## src/rtl/core_pkg.sv

```systemverilog
// Shared definitions for the RV32I core pipeline: default widths, the x0 index
// and the layout of the ID/EX pipeline register.
package core_pkg;

    localparam int DEF_ADDR_WIDTH = 5;
    localparam int DEF_DATA_WIDTH = 32;
    localparam int DEF_CTRL_WIDTH = 16;

    localparam logic [DEF_ADDR_WIDTH-1:0] X0 = '0;

    typedef struct packed {
        logic                      valid;
        logic                      reg_wen;
        logic                      is_load;
        logic [DEF_ADDR_WIDTH-1:0] rd;
        logic [DEF_DATA_WIDTH-1:0] pc;
        logic [DEF_DATA_WIDTH-1:0] rs1_data;
        logic [DEF_DATA_WIDTH-1:0] rs2_data;
        logic [DEF_DATA_WIDTH-1:0] imm;
        logic [DEF_CTRL_WIDTH-1:0] ctrl;
    } id_ex_t;

endpackage

```

## src/rtl/fwd_mux.sv

```systemverilog
// Resolves one source operand: x0, then the youngest matching producer
// (EX, MEM, WB), and finally the register-file read data.
module fwd_mux
    import core_pkg::*;
#(
    parameter int ADDR_WIDTH = DEF_ADDR_WIDTH,
    parameter int DATA_WIDTH = DEF_DATA_WIDTH
) (
    input  logic [ADDR_WIDTH-1:0] sel,
    input  logic                  ex_hit_en,
    input  logic [ADDR_WIDTH-1:0] ex_rd,
    input  logic [DATA_WIDTH-1:0] ex_data,
    input  logic                  mem_wen,
    input  logic [ADDR_WIDTH-1:0] mem_rd,
    input  logic [DATA_WIDTH-1:0] mem_data,
    input  logic                  wb_wen,
    input  logic [ADDR_WIDTH-1:0] wb_rd,
    input  logic [DATA_WIDTH-1:0] wb_data,
    input  logic [DATA_WIDTH-1:0] rf_data,
    output logic [DATA_WIDTH-1:0] data
);

    // WB bypass is needed because the register file only commits at the edge.
    always_comb begin
        data = rf_data;
        if (sel == X0)
            data = '0;
        else if (ex_hit_en && ex_rd == sel)
            data = ex_data;
        else if (mem_wen && mem_rd == sel)
            data = mem_data;
        else if (wb_wen && wb_rd == sel)
            data = wb_data;
    end

endmodule

```

## src/rtl/id_ex_stage.sv

```systemverilog
// Decode/operand-fetch stage: forwards operands, detects load-use hazards and
// holds the ID/EX pipeline register behind a valid/ready handshake.
module id_ex_stage
    import core_pkg::*;
#(
    parameter int ADDR_WIDTH = DEF_ADDR_WIDTH,
    parameter int DATA_WIDTH = DEF_DATA_WIDTH,
    parameter int CTRL_WIDTH = DEF_CTRL_WIDTH
) (
    input  logic                  CLK,
    input  logic                  RESET_N,
    input  logic                  ID_VALID,
    output logic                  ID_READY,
    input  logic [DATA_WIDTH-1:0] ID_PC,
    input  logic [ADDR_WIDTH-1:0] ID_RS1,
    input  logic [ADDR_WIDTH-1:0] ID_RS2,
    input  logic [ADDR_WIDTH-1:0] ID_RD,
    input  logic                  ID_RS1_USED,
    input  logic                  ID_RS2_USED,
    input  logic                  ID_REG_WEN,
    input  logic                  ID_IS_LOAD,
    input  logic [DATA_WIDTH-1:0] ID_IMM,
    input  logic [CTRL_WIDTH-1:0] ID_CTRL,
    output logic [ADDR_WIDTH-1:0] RS1_SEL,
    output logic [ADDR_WIDTH-1:0] RS2_SEL,
    input  logic [DATA_WIDTH-1:0] SRC1_DOUT,
    input  logic [DATA_WIDTH-1:0] SRC2_DOUT,
    input  logic [DATA_WIDTH-1:0] EX_ALU_RESULT,
    input  logic                  MEM_FWD_WEN,
    input  logic [ADDR_WIDTH-1:0] MEM_FWD_RD,
    input  logic [DATA_WIDTH-1:0] MEM_FWD_DATA,
    input  logic                  WB_WEN,
    input  logic [ADDR_WIDTH-1:0] WB_RD_SEL,
    input  logic [DATA_WIDTH-1:0] WB_DATA,
    input  logic                  FLUSH,
    output logic                  EX_VALID,
    input  logic                  EX_READY,
    output logic [DATA_WIDTH-1:0] EX_PC,
    output logic [DATA_WIDTH-1:0] EX_RS1_DATA,
    output logic [DATA_WIDTH-1:0] EX_RS2_DATA,
    output logic [DATA_WIDTH-1:0] EX_IMM,
    output logic [ADDR_WIDTH-1:0] EX_RD,
    output logic                  EX_REG_WEN,
    output logic                  EX_IS_LOAD,
    output logic [CTRL_WIDTH-1:0] EX_CTRL,
    output logic [31:0]           STALL_CNT
);

    id_ex_t                ex_q;
    logic [31:0]           stall_cnt;
    logic                  adv;
    logic                  hazard;
    logic                  ex_hit_en;
    logic [DATA_WIDTH-1:0] rs1_res;
    logic [DATA_WIDTH-1:0] rs2_res;

    assign adv = !ex_q.valid || EX_READY;

    // A load in EX has no data yet, so a dependent instruction must wait one cycle.
    assign hazard = ID_VALID && ex_q.valid && ex_q.is_load && ex_q.reg_wen &&
                    (ex_q.rd != X0) &&
                    ((ID_RS1_USED && ID_RS1 == ex_q.rd) ||
                     (ID_RS2_USED && ID_RS2 == ex_q.rd));

    assign ID_READY  = FLUSH || (adv && !hazard);
    assign ex_hit_en = ex_q.valid && ex_q.reg_wen && !ex_q.is_load;
    assign RS1_SEL   = ID_RS1;
    assign RS2_SEL   = ID_RS2;

    fwd_mux #(.ADDR_WIDTH(ADDR_WIDTH), .DATA_WIDTH(DATA_WIDTH)) u_fwd_rs1 (
        .sel(ID_RS1), .ex_hit_en(ex_hit_en), .ex_rd(ex_q.rd), .ex_data(EX_ALU_RESULT),
        .mem_wen(MEM_FWD_WEN), .mem_rd(MEM_FWD_RD), .mem_data(MEM_FWD_DATA),
        .wb_wen(WB_WEN), .wb_rd(WB_RD_SEL), .wb_data(WB_DATA),
        .rf_data(SRC1_DOUT), .data(rs1_res)
    );

    fwd_mux #(.ADDR_WIDTH(ADDR_WIDTH), .DATA_WIDTH(DATA_WIDTH)) u_fwd_rs2 (
        .sel(ID_RS2), .ex_hit_en(ex_hit_en), .ex_rd(ex_q.rd), .ex_data(EX_ALU_RESULT),
        .mem_wen(MEM_FWD_WEN), .mem_rd(MEM_FWD_RD), .mem_data(MEM_FWD_DATA),
        .wb_wen(WB_WEN), .wb_rd(WB_RD_SEL), .wb_data(WB_DATA),
        .rf_data(SRC2_DOUT), .data(rs2_res)
    );

    // Bubbles only kill the flags; payload fields keep their last value.
    always_ff @(posedge CLK or negedge RESET_N) begin
        if (!RESET_N) begin
            ex_q <= '0;
        end else if (FLUSH || (adv && (hazard || !ID_VALID))) begin
            ex_q.valid   <= 1'b0;
            ex_q.reg_wen <= 1'b0;
            ex_q.is_load <= 1'b0;
        end else if (adv) begin
            ex_q.valid    <= 1'b1;
            ex_q.reg_wen  <= ID_REG_WEN;
            ex_q.is_load  <= ID_IS_LOAD;
            ex_q.rd       <= ID_RD;
            ex_q.pc       <= ID_PC;
            ex_q.rs1_data <= rs1_res;
            ex_q.rs2_data <= rs2_res;
            ex_q.imm      <= ID_IMM;
            ex_q.ctrl     <= ID_CTRL;
        end
    end

    always_ff @(posedge CLK or negedge RESET_N) begin
        if (!RESET_N)
            stall_cnt <= '0;
        else if (hazard && adv && !FLUSH && stall_cnt != 32'hFFFF_FFFF)
            stall_cnt <= stall_cnt + 32'd1;
    end

    assign EX_VALID    = ex_q.valid;
    assign EX_REG_WEN  = ex_q.reg_wen;
    assign EX_IS_LOAD  = ex_q.is_load;
    assign EX_RD       = ex_q.rd;
    assign EX_PC       = ex_q.pc;
    assign EX_RS1_DATA = ex_q.rs1_data;
    assign EX_RS2_DATA = ex_q.rs2_data;
    assign EX_IMM      = ex_q.imm;
    assign EX_CTRL     = ex_q.ctrl;
    assign STALL_CNT   = stall_cnt;

endmodule
```

## config.mk

```make
export PLATFORM = sky130hd
export DESIGN_NAME = id_ex_stage
export DESIGN_NICKNAME = d
export VERILOG_FILES = /design/src/rtl/core_pkg.sv /design/src/rtl/fwd_mux.sv /design/src/rtl/id_ex_stage.sv
export SDC_FILE = /design/constraint.sdc
export NUM_CORES = 1
export LEC_CHECK = 0
export CAP_MARGIN = 40
export CORE_AREA = 3 3 181 183
export CTS_CLUSTER_SIZE = 16
export DETAILED_ROUTE_END_ITERATION = 7
export DIE_AREA = 0 0 184 186
export PLACE_DENSITY = 0.62
export SYNTH_ARGS = -nofsm -noshare
export SYNTH_HDL_FRONTEND = slang
export SYNTH_SLANG_ARGS = --single-unit
```

## constraint.sdc

```tcl
create_clock -name CLK -period 3.3 [get_ports CLK]
set_clock_uncertainty 0.1 [all_clocks]
set_input_delay 0.33 -clock CLK [delete_from_list [all_inputs] [get_ports CLK]]
set_output_delay 0.33 -clock CLK [all_outputs]
set_load 0.005 [all_outputs]
```

# After elaboration in Yosys (flattened, before gate mapping)
# Cells that the tools add are included.
# classes
n_addsub	1
n_eq_ne	9
n_mux	10
n_bitwise	1
n_reduce_logical	35
# op_table
op	n
32-bit two-way mux	8
152-bit two-way mux	1
5-bit equality test	8
32-bit by 1-bit adder with 32-bit output (second input constant)	1
32-bit inequality test (second input constant)	1
1-bit logical AND	20
5-bit zero test	2
1-bit zero test	5
1-bit logical OR	5
5-bit nonzero test	1
3-bit two-way mux	1
2-bit AND reduction	1
2-bit nonzero test	1
1-bit inverter	1
# word_totals
ff_bits	184
in_bits	276
output_inout_bits	195
word_cells	66

# Depth between registers and ports, before layout
# depth
depth_word	10
ltp_mapped	8
ltp_nobuf	7

# Cells and area by module
# From an unflattened synthesis, not the netlist that was laid out.
# unflattened
cells_unflattened	948
hier_area_um2	10583.9
# by_module_without_submodules
module	n_inst	cells_each	area_each_um2	seq_area_each_um2
id_ex_stage	1	520	7918.8	4604.4
fwd_mux	2	214	1332.5	0.0

# Worst setup path before layout
# No wires, ideal clock.
# synth_path
kind	reg2reg
startpoint	reg ex_q, in the netlist EX_RD[1]
endpoint	reg ex_q, in the netlist EX_IMM[10]
setup_ns	0.125
arrival_ns	2.150
t_required_ns	3.075
path_slack_ns	0.925
stages_incl_launch_ff	8
n_path_buf	2
synth_period_minus_slack_ns	2.375
cell_sequence	dfrtp_1 > or4_1 > nor2_1 > nor4_4 > nor2_2 > buf_2 > buf_4 > mux2_2
# synth_via
elab_chain_len	9
elab_cells_between_ends	13
cone_classes	eq/ne: 2; bitwise: 1; reduce/logical: 10
# synth_lines
item	line	source
start: declaration	id_ex_stage.sv:49	id_ex_t ex_q;
5-bit equality test (on tied branches)	id_ex_stage.sv:62, id_ex_stage.sv:63	
1-bit logical AND (on tied branches)	id_ex_stage.sv:62, id_ex_stage.sv:63	
1-bit logical OR	id_ex_stage.sv:62	((ID_RS1_USED && ID_RS1 == ex_q.rd) ||
1-bit logical AND (*)	id_ex_stage.sv:61	(ex_q.rd != X0) &&
1-bit logical OR (*)	id_ex_stage.sv:88	end else if (FLUSH || (adv && (hazard || !ID_VALID))) begin
1-bit logical AND (*)	id_ex_stage.sv:88	
1-bit logical OR (*)	id_ex_stage.sv:88	
1-bit inverter (no line) (*)	-	
2-bit AND reduction (no line) (*)	-	
# Mark *: on every way between the ends. The rest lies on a longest branch, timed or not.
# A chain may end at the register's enable or synchronous reset.

# Final worst setup path
# layout_path
startpoint	reg ex_q, in the netlist EX_RD[1]
endpoint	out ID_READY
# layout_via
elab_chain_len	7
elab_cells_between_ends	11
cone_classes	eq/ne: 2; reduce/logical: 9
# layout_lines
item	line	source
5-bit equality test (on tied branches)	id_ex_stage.sv:62, id_ex_stage.sv:63	
1-bit logical AND (on tied branches)	id_ex_stage.sv:62, id_ex_stage.sv:63	
1-bit logical OR	id_ex_stage.sv:62	
1-bit logical AND (*)	id_ex_stage.sv:61	
1-bit zero test (*)	id_ex_stage.sv:65	assign ID_READY = FLUSH || (adv && !hazard);
1-bit logical AND (*)	id_ex_stage.sv:65	
1-bit logical OR (*)	id_ex_stage.sv:65	
end: declaration	id_ex_stage.sv:13	output logic ID_READY,
# Marks and branches as above.

==> metrics.md <==
| Metric | Value |
|---|---|
| Status | finished clean |
| Part of the total power dissipated in sequential elements | 0.416 |
| Final weighted congestion of routability-driven global placement | slightly above 0.8 |
| Internal Pwr Total | roughly 4700 µW |
| Wire length of the first global-routing pass | around 56 mm |
| Sum of buffers and inverters on the critical path | 1 |
| Tightest Hold Check Type | input pin to async pin |
| Std-Cell Rows | 65 |
| CP peak stage delay | 0.56 ns |
| Clock root buffer master | sky130_fd_sc_hd__clkbuf_16 |
| Launching instance or port of the critical path | EX_RD[1] |
| Number of endpoints with negative hold slack in the final report | 0 |
| Critical path peak fanout | 5 |
| Data arrival time at the worst-slack endpoint | ~2.7 ns |
| Proportion of synthesized area in mux cells | 0.169 |
| Type of element launching the critical path | flop |
| Synth-to-layout area growth | 62.2% |
| Synth Warn # | 0 |
| Slew at the pin closest to its max-slew limit | 0.736 ns |
| Drt first-iter violations | between 400 and 500 |
| Floorplan die width | roughly 180 µm |
| Cells on worst reg2reg path | 8 |
| Final-layout fill cell count | approximately 2.9k |
| Required arrival time at the worst endpoint | 2.87 ns |
| Setup violations, final | 0 |
| Die outline height | ~190 µm |
| Number of clock buffers inserted by TritonCTS | 17 |
| P_leak | 0.00628 µW |
| Post-Synthesis Net Count | roughly 1.1k |
| Via count | between 8k and 9k |
| Maximum ir drop on the vdd rail | around 0.00034 V |
| Average via count per standard cell | 5.00 |
| Family of cells with the greatest summed delay on the critical path | simple AND/OR/NAND/NOR gates |
| Share of synthesized registers carrying an async set or reset | 1.00 |
| CTS tree | yes |
| Number of enable flip-flop cells after synthesis | 0 |
| Clock sinks | about 180 |
| Worst slew margin relative to its limit | 0.505 |
| Skew-Pair Late Insertion Delay | approximately 0.46 ns |
| Clock transition at the register clock pins on the worst setup and hold paths after CTS | around 0.08 ns |
| Switching portion of total power | 0.281 |
| Number of ports placed on the die boundary | approximately 470 |
| Fraction of the mapped netlist area in simple logic gates | 0.107 |
| Combined flip-flop and latch cell area | between 0.004 and 0.005 mm² |
| Compound-Gate Fraction of Synth Area | 0.133 |
| Startpoint-to-endpoint class of the critical path | flop to output pin |
| Switching Power | about 1900 µW |
| CTS H-tree lvls | 4 |
| Floorplan die area | between 0.03 and 0.04 mm² |
| CORE AREA | 0.0314 mm² |
| Max-cap violations | 0 |
| Number of input and output port buffers inserted | 470 |
| Most used flip-flop cell after synthesis | sky130_fd_sc_hd__dfrtp_1 |
| # placed instances | between 1.5k and 2k |
| Critical path capture point type | output pin |
| Reg2Reg Capture Point | EX_RS1_DATA[4] |
| Vias in the first global route | approximately 9k |
| Overflow left after global routing | 0 |
| RSZ-0062 raised after global routing | no |
| Cell Count, Final, Fillers Out | between 1.5k and 2k |
| Most frequent cells in the layout | 469 x sky130_fd_sc_hd__clkdlybuf4s50_1, 183 x sky130_fd_sc_hd__dfrtp_1, 118 x sky130_fd_sc_hd__nor2_1 |
| Synthesized instance count | between 800 and 900 |
| Area after DPL | around 0.015 mm² |
| Detailed Place HPWL | ~28 mm |
| Setup slack on the worst flop-to-flop path | around 0.58 ns |
| PwrDens | 428 mW/mm² |
| Final routed wire length divided by cell count | between 20 and 25 µm |
| Bufs on Longest Clock Path | 2 |
| Layout net count | approximately 1.6k |
| Proportion of layout cells with a drive suffix above 1 | 0.148 |
| Final-layout setup total negative slack | 0 ns |
| Pre-antenna DRT Iters | 5 |
| Multi-input gate area in the final layout | 0.00449 mm² |
| Routed Antenna Nets | 0 |
| Post-synthesis share of cell area spent on full adders, half adders and majority gates | 0.00132 |
| Crit path time final | a little over 3 ns |
| Final-layout worst hold slack | between 0.3 and 0.4 ns |
| Effective utilization at floorplan | 0.303 |
| Upper clock frequency limit | around 0.32 GHz |
| Synth Area in XOR/XNOR | 0.0562 |
| Number of register bits inferred by synthesis | 184 |
| Number of antenna violations at the first check in global routing | 3 |
| Netlist cell types | 40 |
| Maximum number of pins on one net before global-route repair | 79 |
| Sum of routed wire length over all layers | 37.8 mm |
| GR Util All Layers | 0.217 |
| Share of power burned in the clock network | 0.316 |
| Depth of the critical timing path with buffers and inverters included | 7 |
| Capture point of the critical path | ID_READY |
| Dominant combinational cell family by area after synthesis | multiplexers |
| Most common cell after layout, fill and taps aside | sky130_fd_sc_hd__clkdlybuf4s50_1 |
| Netlist Area Pre-Place | ~0.0095 mm² |
| Post-Syn Area per Cell | 11.2 µm² |
| Worst path most repeated cell | sky130_fd_sc_hd__nand2_1 |
| Post-route design area | 0.0154 mm² |
| Slew Limit Fails | 0 |
| Startpoint of the worst register-to-register path | EX_RD[1] |
| Chain of cells forming the critical path | or4_1 > o211ai_2 > nor3_1 > nor2_4 > nand2_1 > nand2_1 > clkdlybuf4s50_1 |
| Share of total power in combinational logic | 0.268 |
| Part of the cycle the worst path needs | 0.937 |
| Count of unresolved DRC violations after routing | 0 |
| Worst-path cell with the longest stage delay | sky130_fd_sc_hd__or4_1 |
| Post-synthesis sequential area ratio | 0.485 |
## flip-flops by register name (all words and copies together) (netlist names)
name and cells:
EX_RS2_DATA 32, EX_IMM 32, EX_CTRL 16, STALL_CNT 32, EX_PC 32, EX_IS_LOAD 1
EX_REG_WEN 1, EX_VALID 1, EX_RS1_DATA 32, EX_RD 5
## cells in the mapped netlist (2+ instances only)
master                     count  area (µm²)
sky130_fd_sc_hd__a211oi_1      2        15.0
sky130_fd_sc_hd__a211oi_2     30         375
sky130_fd_sc_hd__a21oi_1      33         165
sky130_fd_sc_hd__a221o_1      64         641
sky130_fd_sc_hd__and2_1        3        18.8
sky130_fd_sc_hd__and3_1        5        31.3
sky130_fd_sc_hd__and4_1        2        17.5
sky130_fd_sc_hd__buf_2        20         100
sky130_fd_sc_hd__buf_4        13        97.6
sky130_fd_sc_hd__buf_6         3        33.8
sky130_fd_sc_hd__clkbuf_1     26        97.6
sky130_fd_sc_hd__dfrtp_1     184        4600
sky130_fd_sc_hd__inv_1        36         135
sky130_fd_sc_hd__mux2_2       86         968
sky130_fd_sc_hd__mux2i_1      64         641
sky130_fd_sc_hd__nand2_1      17        63.8
sky130_fd_sc_hd__nand3_1      22         110
sky130_fd_sc_hd__nand4_1       7        43.8
sky130_fd_sc_hd__nor2_1      118         443
sky130_fd_sc_hd__nor2_2        2        12.5
sky130_fd_sc_hd__nor2b_1       3        18.8
sky130_fd_sc_hd__nor3_1       12        60.1
sky130_fd_sc_hd__nor4_1       13        81.3
sky130_fd_sc_hd__or4_1         5        37.5
sky130_fd_sc_hd__xnor2_1      17         149
sky130_fd_sc_hd__xor2_1       44         385
## area by class of cell
cell class,instances,share of cell area
Multi-Input combinational cell,563,0.291
Tap cell,402,0.0326
Timing Repair Buffer,499,0.330
Inverter,36,0.00877
Antenna cell,3,0.000487
Clock buffer,17,0.0276
Sequential cell,184,0.299
Clock inverter,15,0.0104
## worst min-delay path by stage
stage / startpoint / slack, ns / end / depth (start not counted)
floorplan: RESET_N / -0.07 / EX_CTRL[0] / 0
finish: RESET_N / 0.36 / EX_IMM[23] / 2
global route: ID_PC[6] / 0.36 / EX_PC[6] / 2
global placement: RESET_N / 0.30 / EX_IMM[23] / 1
CTS: ID_CTRL[3] / 0.35 / EX_CTRL[3] / 2
detailed placement: RESET_N / 0.30 / EX_IMM[23] / 1
## cell families (layout without fill, tap and decap cells)
family | after synthesis | count (layout)
DFF | 184 | 184
AOI/OAI and AO/OA | 135 | 135
adders and majority gates | 1 | 1
other | 0 | 3
buffers and inverters | 98 | 567
muxes | 150 | 150
and+or+nand+nor | 216 | 216
xor gates and xnor gates | 61 | 61
## per-stage QoR
| step | utilization | worst slack, ns | power [µW] |
|---|---|---|---|
| CTS | 0.490 | 0.0124 | 6680 |
| detailed placement | 0.471 | 0.275 | 4560 |
| finish | 0.491 | 0.209 | 6590 |
| global placement | 0.471 | 0.318 | 4540 |
| global route | 0.491 | 0.0301 | 6910 |
| floorplan | - | 0.925 | 3300 |
## worst register-to-register path, cell delays in order (launching register included)
cell and delay (ns):
sky130_fd_sc_hd__dfrtp_2 0.43, sky130_fd_sc_hd__or4_1 0.56, sky130_fd_sc_hd__nor2_1 0.20, sky130_fd_sc_hd__nor4_4 0.09, sky130_fd_sc_hd__buf_4 0.17, sky130_fd_sc_hd__a2111o_2 0.48
sky130_fd_sc_hd__buf_12 0.20, sky130_fd_sc_hd__a211oi_1 0.28, sky130_fd_sc_hd__a221o_1 0.16
## power groups by stage
stage          Clock, µW  Sequential, µW  Combinational, µW
2_1_floorplan          0            2790                508
3_3_place_gp           0            2770               1770
3_5_place_dp           0            2790               1780
4_1_cts             2140            2750               1790
5_1_grt             2240            2780               1890
6_report            2080            2740               1770
## repair_timing
item	in CTS	in global routing
hold buffers	1	0
pin swaps	0	1
buffers inserted	0	1
hold endpoints to repair	68	0
gates resized for setup	1	1
setup endpoints to repair	1	1
## per-layer routing
metal	wire, µm	track usage	part of all wire	vias up
li1	-	-	-	3974
met1	15300	0.266	0.40	4219
met4	740	0.0756	0.020	0
met2	18400	0.361	0.49	363
met3	3400	0.0692	0.090	36
met5	0	0	0	-
Power figures use the tool's default switching activity.
